**config.mk**
```make
export PLATFORM = sky130hd
export DESIGN_NAME = instr_controller
export DESIGN_NICKNAME = d
export VERILOG_FILES = /design/src/rtl/instr_controller.sv
export SDC_FILE = /design/constraint.sdc
export NUM_CORES = 1
export LEC_CHECK = 0
export CAP_MARGIN = 15
export CORE_AREA = 2 2 39 41
export CTS_CLUSTER_DIAMETER = 50
export DETAILED_ROUTE_END_ITERATION = 12
export DIE_AREA = 0 0 41 43
export DONT_BUFFER_PORTS = 1
export PLACE_DENSITY = 0.65
export SLEW_MARGIN = 20
export SYNTH_ARGS = -nofsm -noshare
export SYNTH_HDL_FRONTEND = slang
export SYNTH_SLANG_ARGS = --single-unit
```
**constraint.sdc**
```tcl
create_clock -name clk -period 1.4 [get_ports clk]
set_input_delay 0.28 -clock clk [delete_from_list [all_inputs] [get_ports clk]]
set_output_delay 0.28 -clock clk [all_outputs]
set_load 0.01 [all_outputs]
```
**src/rtl/instr_controller.sv**
```systemverilog
// Moore controller that decodes a 16-bit instruction and sequences the
// register file, A/B/C pipeline registers and status register of the datapath.
module instr_controller (
    input  logic        clk,
    input  logic        reset,
    input  logic        s,
    input  logic [15:0] ir,
    output logic        w,
    output logic [1:0]  vsel,
    output logic [2:0]  writenum,
    output logic [2:0]  readnum,
    output logic        write,
    output logic        loada,
    output logic        loadb,
    output logic        loadc,
    output logic        loads,
    output logic        asel,
    output logic        bsel,
    output logic [1:0]  shift,
    output logic [1:0]  ALUop,
    output logic [15:0] sximm8,
    output logic [15:0] sximm5
);

    localparam logic [2:0] S_WAIT    = 3'd0;
    localparam logic [2:0] S_DECODE  = 3'd1;
    localparam logic [2:0] S_WRIMM   = 3'd2;
    localparam logic [2:0] S_GETA    = 3'd3;
    localparam logic [2:0] S_GETB    = 3'd4;
    localparam logic [2:0] S_COMPUTE = 3'd5;
    localparam logic [2:0] S_WRREG   = 3'd6;

    logic [2:0] state;
    logic [2:0] next_state;

    logic [2:0] opcode;
    logic [1:0] op;
    logic [2:0] rn;
    logic [2:0] rd;
    logic [1:0] sh;
    logic [2:0] rm;

    logic is_mov_imm;
    logic is_mov_reg;
    logic is_alu;
    logic is_cmp;
    logic is_mvn;

    assign opcode = ir[15:13];
    assign op     = ir[12:11];
    assign rn     = ir[10:8];
    assign rd     = ir[7:5];
    assign sh     = ir[4:3];
    assign rm     = ir[2:0];

    assign is_mov_imm = (opcode == 3'b110) && (op == 2'b10);
    assign is_mov_reg = (opcode == 3'b110) && (op == 2'b00);
    assign is_alu     = (opcode == 3'b101);
    assign is_cmp     = is_alu && (op == 2'b01);
    assign is_mvn     = is_alu && (op == 2'b11);

    assign sximm8 = {{8{ir[7]}}, ir[7:0]};
    assign sximm5 = {{11{ir[4]}}, ir[4:0]};

    always_ff @(posedge clk) begin
        if (reset) begin
            state <= S_WAIT;
        end else begin
            state <= next_state;
        end
    end

    always_comb begin
        next_state = S_WAIT;
        case (state)
            S_WAIT:    next_state = s ? S_DECODE : S_WAIT;
            S_DECODE: begin
                if (is_mov_imm) begin
                    next_state = S_WRIMM;
                end else if (is_mov_reg || is_mvn) begin
                    next_state = S_GETB;
                end else if (is_alu) begin
                    next_state = S_GETA;
                end else begin
                    next_state = S_WAIT;
                end
            end
            S_WRIMM:   next_state = S_WAIT;
            S_GETA:    next_state = S_GETB;
            S_GETB:    next_state = S_COMPUTE;
            S_COMPUTE: next_state = is_cmp ? S_WAIT : S_WRREG;
            S_WRREG:   next_state = S_WAIT;
            default:   next_state = S_WAIT;
        endcase
    end

    // Strobes depend on state only; reset masks every write/load so a cycle
    // interrupted by reset never commits anything.
    always_comb begin
        w        = 1'b0;
        vsel     = 2'b00;
        writenum = 3'd0;
        readnum  = 3'd0;
        write    = 1'b0;
        loada    = 1'b0;
        loadb    = 1'b0;
        loadc    = 1'b0;
        loads    = 1'b0;
        asel     = 1'b0;
        bsel     = 1'b0;
        shift    = 2'b00;
        ALUop    = 2'b00;
        case (state)
            S_WAIT:  w = 1'b1;
            S_WRIMM: begin
                vsel     = 2'b10;
                writenum = rn;
                write    = 1'b1;
            end
            S_GETA: begin
                readnum = rn;
                loada   = 1'b1;
            end
            S_GETB: begin
                readnum = rm;
                loadb   = 1'b1;
            end
            S_COMPUTE: begin
                shift = sh;
                asel  = is_mov_reg || is_mvn;
                ALUop = is_mov_reg ? 2'b00 : op;
                loadc = !is_cmp;
                loads = is_cmp;
            end
            S_WRREG: begin
                writenum = rd;
                write    = 1'b1;
            end
            default: w = 1'b0;
        endcase
        if (reset) begin
            write = 1'b0;
            loada = 1'b0;
            loadb = 1'b0;
            loadc = 1'b0;
            loads = 1'b0;
        end
    end

endmodule

```
Word level (Yosys, flattened, before mapping)
Cells that the tools add are included.
- equal/unequal tests: 11
- reductions and logical operators: 9
- mux-type cells: 24
- operators by type and width (cell ; count):
    3-bit equality test, second input constant ; 5
    3-bit case mux with 5 select lines ; 1
    1-bit 2-to-1 mux ; 13
    3-bit case mux with 2 select lines ; 2
    2-bit 2-to-1 mux ; 5
    3-bit 2-to-1 mux ; 3
    3-bit by 2-bit equality test with 1-bit output, second input constant ; 2
    2-bit equality test, second input constant ; 2
    1-bit logical AND ; 4
    3-bit by 1-bit equality test with 1-bit output, second input constant ; 1
    3-bit zero test ; 1
    2-bit by 1-bit equality test with 1-bit output, second input constant ; 1
    2-bit zero test ; 1
    2-bit OR reduction ; 1
    1-bit zero test ; 1
    1-bit logical OR ; 1
- word-level logic and storage cells: 45
- bits of input ports: 19
- output and inout bits: 52
- flip-flop bits (word level): 3

Logic depth before layout (Yosys ltp)
Gate-level depths: netlist (run 1).
- word-level depth: 6
- mapped depth: 5
- gate-level depth less buffers: 4

Least setup slack after synthesis (run 1)
Ideal clock, no wire load.
- path type: reg-to-output
- start point: register state[1]
- end point: output port loadb
- arrival time: 1.006 ns
- data required time: 1.120 ns
- stages on the path, launching flop included: 4
- path slack: 0.114 ns
- path buffers: 1
- cell sequence: dfxtp_1 buf_2 nor3b_1 nor2b_1
- word-level cells in the longest chain between the ends: 3
- ends and longest elaborated chain (what ; line ; text):
    start: declaration ; 33 ; logic [2:0] state;
    start signal: assignment ; 69 ; state <= next_state;
    3-bit equality test ; 113 ; case (state)
    1-bit 2-to-1 mux ; 113 ;
    1-bit 2-to-1 mux ; 141 ; if (reset) begin
    end: declaration ; 14 ; output logic loadb,
No other way between the ends.

Final worst setup path (run 1)
- start point: register state[2]
- end point: output port vsel[1]
- word-level cells in the longest chain between the ends: 2
- ends and longest elaborated chain (what ; line ; text):
    3-bit by 2-bit equality test with 1-bit output ; 113 ;
    2-bit 2-to-1 mux ; 113 ;
    end: declaration ; 9 ; output logic [1:0] vsel,
No other way between the ends.

==> out/qor.csv, run 1 <==
metric,value,unit
status,"complete, but fails checks",
failing checks,negative setup slack,
Placed Cells,73,
final setup vio count,3,
routed length per instance,15.5,um
Starting Density,46.7,%
Crit. End Element,output pin,
biggest regs,state (3),
Worst-path clk slew,0.03,ns
Die ar.,1760,sq um
Netlist Area Pre-Place,647,sq um
max reg flops,3,
Startpoint Class,flip-flop,
root buffer cell,clkbuf_4,
Post-Layout Cell Count,80,
fin crit period,1.41,ns
Pre-antenna DRT Iters,4,
Yosys reg bits,3,
IO Count,71,
RSZ-0062 raised after global routing,yes,
Die Y,43,um
Gate Count Post-Synth,88,
Inserted Clock Buffers,3,
Detailed Place HPWL,857,um
syn_area_per_cell,7.35,sq um
global-route wire length before repair,1590,um
Pwr Total,287,uW
met2 routed wirelength,640,um
Vias,473,
core area,1380,sq um
vias per cell,5.91,
H-Tree Depth,1,
global route overflow,0,
leakage power,0.000186,uW
"Max FO, Critical Path",5,
CTS tree,done,
Hold Path End,state[0],
CTS Buffer Depth,2,
met3 routed WL,179,um
crit path cell chain,"buf_6, nor3_1",
pin count of the biggest net entering global routing,15,
n_diodes,0,
DRT met1 WL,408,um
r2r endpoint,state[1],
Chip Width,41,um
Final Skew,0.000282,ns
fillers,146,
clk sinks,3,
hold path start,reset,
Peak Freq,709,MHz
critical path type,flip-flop to output pin,
Final Hold Viols,0,
routability cong.,0.786,
Total Neg Setup Slack,-0.0152,ns
post-synth cell types,28,
Skew-Pair Late Insertion Delay,0.23,ns
area grow syn2layout,-13.5,%
cts hold-fix bufs,0,
fin nets,84,
Remaining DRCs,0,
port buffer count,0,
critical path required time,1.12,ns
Initial DRC Count,7,
share of cells above drive strength 1,46.9,%
Worst path max stage delay,0.42,ns
r2r worst-path depth,4,
Final Slew Violations,0,
R2R Setup Slk,0.13,ns
Final WS setup,-0.0103,ns
Final ANT Viol Nets,0,
min-delay worst type,input pin to flip-flop,
Rows,14,
final core utilization,40.4,%
Total Wirelength,1240,um
initial antenna violation count,0,
GRT Total Usage,13.6,%
vias in the first global route,406,
Peak VDD IR,0.000399,V
largest reg by FF count,state,
post-synthesis sequential area ratio,9.28,%
"slowest stage cell, crit path",nor3_1,
Tcrit/Tclk final,101,%
WHS Path Cells,1,
critical path data arrival time,1.13,ns
Max Cap Viol,0,
Synth Warn #,0,
FF-to-FF Start,state[2],
power per cell area,512,nW/um^2
DR top layer,met4,
layout make-up:
type | count | area, sq um | share of cell area (%)
inverter | 1 | 6.26 | 1.12
tap | 16 | 20.0 | 3.58
sequential | 3 | 71.3 | 12.8
multi-input combinational | 47 | 364 | 65.1
timing repair buffer | 9 | 71.3 | 12.8
clock buffer | 4 | 26.3 | 4.70
what timing repair did:
item / in CTS / in global routing
setup endpoints to repair: 17 / 16
pin swaps: 4 / 5
buffers inserted: 1 / 2
endpoints found under the hold margin: 0 / 0
gates resized for setup: 15 / 9
cells in the mapped netlist, drive strengths merged:
cell type  instances  area, sq um
nor3               4         20.0
clkbuf             1         3.75
o21bai             1         7.51
nand2              2         7.51
a211oi             1         7.51
nand3b             1         7.51
buf               37          277
nor3b              4         35.0
nor2b              2         12.5
a32oi              1         8.76
inv                1         3.75
dfxtp              3         60.1
o21ai              1         5.00
mux2i              3         30.0
o2bb2a             1         10.0
a21oi              1         5.00
nand2b             3         26.3
nor2               9         33.8
nand3              1         5.00
and2               4         25.0
a221oi             2         17.5
nand4b             1         8.76
conb               1         3.75
a22o               3         26.3
cell usage in the layout, fill, tap and decap left out, types with 2 or more instances in the layout:
| cell | n |
|---|---|
| a221oi_1 | 2 |
| nand2b_1 | 2 |
| nor2_2 | 5 |
| dfxtp_4 | 3 |
| and2_1 | 3 |
| nor3b_2 | 3 |
| clkbuf_4 | 3 |
| buf_4 | 8 |
| mux2i_1 | 3 |
| nand2_1 | 2 |
| nor2_1 | 3 |
| nor3_1 | 3 |
| a22o_1 | 3 |
| conb_1 | 2 |
worst max-delay path by stage:
stage	from	to	slack (ns)	depth (start not counted)
2_1_floorplan	state[1]	loadb	0.11	3
3_3_place_gp	state[0]	ALUop[1]	0.09	3
3_5_place_dp	state[0]	state[0]	0.06	4
4_1_cts	state[2]	loads	-0.009	4
5_1_grt	state[2]	loadc	-0.06	4
6_report	state[2]	vsel[1]	-0.01	2
power breakdown:
| group | switching [uW] | total (uW) | internal [uW] |
|---|---|---|---|
| combinational | 22.4 | 42.8 | 20.4 |
| clock | 44.0 | 151 | 107 |
| sequential | 8.01 | 93.1 | 85.1 |
through the flow:
step                      setup slack [ns]  cell area (sq um)  hold WS, ns
after floorplan                      0.114                651        0.487
after global placement              0.0912                435        0.362
after detailed placement            0.0616                435        0.362
after CTS                         -0.00926                512        0.107
after global routing               -0.0594                559        0.106
final                              -0.0103                559        0.115
worst max-delay path, delay by kind of cell, from the launching register on:
family	cells	cell delay, ns
buffers and inverters	1	0.13
flip-flops	1	0.35
AND/OR/NAND/NOR	1	0.42
routing by layer:
| layer | vias up | GRT usage (%) |
|---|---|---|
| li1 | 217 | - |
| met1 | 205 | 14.0 |
| met2 | 49 | 20.6 |
| met3 | 2 | 5.24 |
| met4 | 0 | 10.7 |
| met5 | - | 0 |
logic make-up after synthesis:
family,share of synthesized area [%]
AOI/OAI and AO/OA,13.5
buffers and inverters,43.9
DFF,9.28
muxes,4.64
other,0.580
and+or+nand+nor,28.0
Power figures use the tool's default switching activity.
==> run 2: changes to the inputs <==
--- a/config.mk
+++ b/config.mk
@@ -12,6 +12,7 @@
 export DIE_AREA = 0 0 41 43
 export DONT_BUFFER_PORTS = 1
 export PLACE_DENSITY = 0.65
+export REMOVE_ABC_BUFFERS = 1
 export SLEW_MARGIN = 20
 export SYNTH_ARGS = -nofsm -noshare
 export SYNTH_HDL_FRONTEND = slang
==> out/qor.csv, run 2 (same netlist as run 1, synthesis figures left out) <==
metric,value,unit,change
status,"complete, but fails checks",,
failing checks,negative setup slack,,
power per cell area,520,nW/um^2,+1.6%
root buffer cell,clkbuf_4,,
Die ar.,1760,sq um,unchanged
routing usage on met3,5.24,%,unchanged
min-delay worst type,input pin to flip-flop,,
placed inst area,443,sq um,+1.7%
Total Neg Setup Slack,-0.0274,ns,-0.0122 ns
Final Skew,0.00845,ns,+0.00817 ns
clk sinks,3,,unchanged
Final WS setup,-0.0145,ns,-0.00423 ns
Finished Cell Area,574,sq um,+2.7%
Worst path max stage delay,0.36,ns,-0.06 ns
CP top delay family,flip-flops,,
CTS tree,done,,
n_diodes,0,,unchanged
"Max FO, Critical Path",7,,+2
critical path type,flip-flop to output pin,,
critical path required time,1.12,ns,about the same
Net Sw Power,84.5,uW,+14%
Vias,463,,-2.1%
met1 Usage GRT,17.0,%,+3.0 points
crit path cell chain,"nand2b_4, nor2_2, a22o_1",,
Tcrit/Tclk final,101,%,+0.30 points
"slowest stage cell, crit path",dfxtp_4,,
"commonest non-fill, non-tap cell in the layout",buf_4,,
Remaining DRCs,0,,unchanged
Final ANT Viol Nets,0,,unchanged
max reg flops,3,,unchanged
H-Tree Depth,1,,unchanged
IO Count,71,,unchanged
Skew-Pair Late Insertion Delay,0.24,ns,about the same
post-place setup slack,0.0361,ns,-0.0254 ns
biggest regs,state (3),,
global route overflow,0,,unchanged
pin count of the biggest net entering global routing,15,,unchanged
Sw Share,28.3,%,+2.3 points
Seq pwr share,31.2,%,-1.3 points
clock share of power,53.6,%,+1.0 points
area grow syn2layout,-11.2,%,
Inserted Clock Buffers,3,,unchanged
CTS Buffer Depth,2,,unchanged
Starting Density,46.7,%,unchanged
port buffer count,0,,unchanged
Final Slew Violations,0,,unchanged
WP buf/inv,0,,-1
Crit. End Element,output pin,,
Final Hold Viols,0,,unchanged
critical path data arrival time,1.13,ns,about the same
vias in the first global route,476,,+17%
largest reg by FF count,state,,
Detailed Place HPWL,1050,um,+22%
Max Cap Viol,0,,unchanged
Worst-path clk slew,0.04,ns,about the same
final setup vio count,2,,-1
fin crit period,1.41,ns,+0.00423 ns
Peak VDD IR,0.000224,V,-44%
fin nets,83,,-1.2%
Rows,14,,unchanged
met2 usage,31.6,%,+11 points
Peak Freq,707,MHz,-0.30%
share of cells above drive strength 1,57.1,%,+10 points
Comb power frac,15.2,%,+0.3 points
Pre-antenna DRT Iters,2,,-2
Total Wirelength,1400,um,+13%
gr busiest metal,met2,,
leakage power,0.000191,uW,+3.0%
Chip Width,41,um,unchanged
routability cong.,0.768,,-2.3%
GRT Total Usage,17.7,%,+4.0 points
RSZ-0062 raised after global routing,yes,,
Die Y,43,um,unchanged
Int Power,214,uW,+1.0%
global-route wire length before repair,2090,um,+32%
vias per cell,5.86,,-0.88%
most frequent cells in the layout,"buf_4, nor2_2, and2_4",,
core area,1380,sq um,unchanged
routed length per instance,17.8,um,+14%
Initial DRC Count,2,,-5
initial antenna violation count,0,,unchanged
Startpoint Class,flip-flop,,
run 2: worst register-to-register path, stage by stage (launching register included):
cell	delay, ns
dfxtp_4	0.36
nand2b_4	0.17
nor3b_2	0.22
nand4b_1	0.18
a221oi_1	0.26
run 2: path summary, 6_finish.rpt:
check,start,to,slack [ns],depth (start not counted)
max,state[2],readnum[0],-0.01,3
min,reset,state[2],0.1,1
max reg2reg,state[2],state[0],0.09,4
min reg2reg,state[0],state[1],0.60,2
run 2: stage by stage:
stage	hold slack, ns	util [%]	cells	total power, uW
floorplan	0.353	-	51	127
global placement	0.358	32.0	74	134
detailed placement	0.356	32.0	74	135
CTS	0.100	38.7	77	297
global route	0.0946	41.5	79	317
finish	0.0991	41.5	79	299
run 2: what timing repair did:
action,in CTS,in global routing
gates resized for setup,22,8
pin swaps,4,5
hold buffers,0,0
buffers inserted,0,2
gates cloned,0,0
setup endpoints to repair,17,15
hold endpoints to repair,0,0
run 2: area by class of cell:
| class | count | area (sq um) |
|---|---|---|
| Tap cell | 16 | 20.0 |
| Sequential cell | 3 | 71.3 |
| Fill cell | 146 | 810 |
| Clock buffer | 4 | 26.3 |
| Timing Repair Buffer | 8 | 60.1 |
| Inverter | 1 | 6.26 |
| Multi-Input combinational cell | 47 | 390 |
run 2: power groups by stage:
| stage | registers, uW | clock network (uW) | logic, uW |
|---|---|---|---|
| floorplan | 95.7 | 0 | 31.3 |
| global placement | 95.7 | 0 | 37.9 |
| global route | 93.6 | 174 | 50.3 |
| detailed placement | 96.0 | 0 | 38.5 |
| finish | 93.1 | 160 | 45.5 |
| CTS | 92.9 | 162 | 42.0 |
run 2: layer usage:
| metal | wire, um | part of all wire [%] |
|---|---|---|
| met1 | 464 | 33 |
| met2 | 790 | 56 |
| met3 | 148 | 11 |
| met4 | 0 | 0 |
| met5 | 0 | 0 |
==> run 3: changes to the inputs <==
--- a/config.mk
+++ b/config.mk
@@ -6,12 +6,14 @@
 export NUM_CORES = 1
 export LEC_CHECK = 0
 export CAP_MARGIN = 15
-export CORE_AREA = 2 2 39 41
+export CELL_PAD_IN_SITES_DETAIL_PLACEMENT = 0
+export CELL_PAD_IN_SITES_GLOBAL_PLACEMENT = 1
+export CORE_UTILIZATION = 37
 export CTS_CLUSTER_DIAMETER = 50
 export DETAILED_ROUTE_END_ITERATION = 12
-export DIE_AREA = 0 0 41 43
 export DONT_BUFFER_PORTS = 1
-export PLACE_DENSITY = 0.65
+export MAX_ROUTING_LAYER = met4
+export PLACE_DENSITY = 0.77
 export REMOVE_ABC_BUFFERS = 1
 export SLEW_MARGIN = 20
 export SYNTH_ARGS = -nofsm -noshare
==> out/qor.csv, run 3 (same netlist as run 1, synthesis figures left out) <==
metric,value,unit,change
RSZ-0062 raised after global routing,yes,,
Startpoint Class,flip-flop,,
Vias,464,,+0.22%
Worst-path clk slew,0.04,ns,about the same
global route overflow,0,,unchanged
post-place setup slack,0.0152,ns,-0.0209 ns
biggest regs,state (3),,
Final Hold Viols,0,,unchanged
critical path type,flip-flop to output pin,,
Final Skew,0.00677,ns,-0.00168 ns
Die ar.,1920,sq um,+8.9%
vias in the first global route,448,,-5.9%
Pre-antenna DRT Iters,8,,+6
critical path data arrival time,1.11,ns,-0.02 ns
Final Slew Violations,0,,unchanged
IO Count,71,,unchanged
Tcrit/Tclk final,99.5,%,-1.5 points
min-delay worst type,input pin to flip-flop,,
Final ANT Viol Nets,0,,unchanged
failing checks,design-rule violations,,
Die Y,43.8,um,+1.9%
Skew-Pair Late Insertion Delay,0.24,ns,about the same
final core utilization,35.8,%,-5.7 points
Total Wirelength,1220,um,-13%
max reg flops,3,,unchanged
Peak Freq,718,MHz,+1.5%
port buffer count,0,,unchanged
power per cell area,525,nW/um^2,+0.91%
Chip Width,43.8,um,+6.9%
global-route wire length before repair,1880,um,-9.9%
status,"complete, but fails checks",,
root buffer cell,clkbuf_4,,
Initial DRC Count,13,,+11
pin count of the biggest net entering global routing,15,,unchanged
CTS tree,done,,
fin nets,84,,+1.2%
share of cells above drive strength 1,50.0,%,-7.1 points
CTS Buffer Depth,2,,unchanged
Peak VDD IR,0.000185,V,-18%
final setup vio count,0,,-2
Starting Density,41.0,%,-5.7 points
Remaining DRCs,1,,+1
critical path required time,1.12,ns,about the same
Inserted Clock Buffers,3,,unchanged
initial antenna violation count,0,,unchanged
Rows,14,,unchanged
n_diodes,0,,unchanged
routed length per instance,15.3,um,-14%
fillers,160,,+9.6%
"commonest non-fill, non-tap cell in the layout",buf_4,,
leakage power,0.000190,uW,-0.79%
Max Cap Viol,0,,unchanged
Detailed Place HPWL,931,um,-11%
fin crit period,1.39,ns,-0.0215 ns
most frequent cells in the layout,"buf_4, nor2_1, and2_4",,
Crit. End Element,output pin,,
H-Tree Depth,1,,unchanged
Final WS setup,0.00703,ns,+0.0215 ns
core area,1580,sq um,+14%
"Max FO, Critical Path",8,,+1
largest reg by FF count,state,,
routability cong.,0.815,,+6.1%
area grow syn2layout,-12.8,%,
vias per cell,5.80,,-1.0%
GRT Total Usage,13.3,%,-4.4 points
clk sinks,3,,unchanged
[run 3: critical path: stages, from the launching register on]
cell	delay, ns
dfxtp_4	0.37
nand2b_4	0.17
nor2_2	0.13
a22o_1	0.20
[run 3: cell type report]
class                           instances  area [sq um]  share of cell area (%)
Tap cell                               16          20.0                    3.55
Multi-Input combinational cell         47           375                    66.5
Clock buffer                            4          26.3                    4.66
Sequential cell                         3          71.3                    12.6
Timing Repair Buffer                    9          65.1                    11.5
Inverter                                1          6.26                    1.11
[run 3: what timing repair did]
item | in CTS | in global routing
gates resized for setup | 16 | 9
setup endpoints to repair | 13 | 15
hold buffers | 0 | 0
pin swaps | 1 | 4
buffers inserted | 0 | 2
[run 3: final timing paths]
| kind | start | endpoint | slack, ns | cells after the start |
|---|---|---|---|---|
| max | state[2] | readnum[2] | 0.007 | 3 |
| min | reset | state[1] | 0.11 | 1 |
| max reg2reg | state[2] | state[1] | 0.11 | 4 |
| min reg2reg | state[0] | state[0] | 0.60 | 2 |
[run 3: layer usage]
layer  global-route usage, %  wire length, um  vias up
li1                        -                -      213
met1                    13.6              413      212
met2                    23.6              681       37
met3                    1.67              118        2
met4                    8.13               10        0
met5                       -                0        -
[run 3: metrics by stage]
step / setup TNS, ns / power (uW) / hold slack, ns / instance area, sq um / std cells
6_report: 0 / 296 / 0.111 / 564 / 80
5_1_grt: -0.439 / 311 / 0.104 / 564 / 80
4_1_cts: 0 / 298 / 0.104 / 522 / 78
3_5_place_dp: 0 / 135 / 0.357 / 443 / 74
3_3_place_gp: 0 / 134 / 0.363 / 443 / 74
2_1_floorplan: -0.0226 / 127 / 0.353 / 370 / 51
[run 3: power by group]
group	switching (uW)	internal (uW)
combinational	24.2	21.5
sequential	7.43	84.8
clock	51.1	107
total	82.7	214
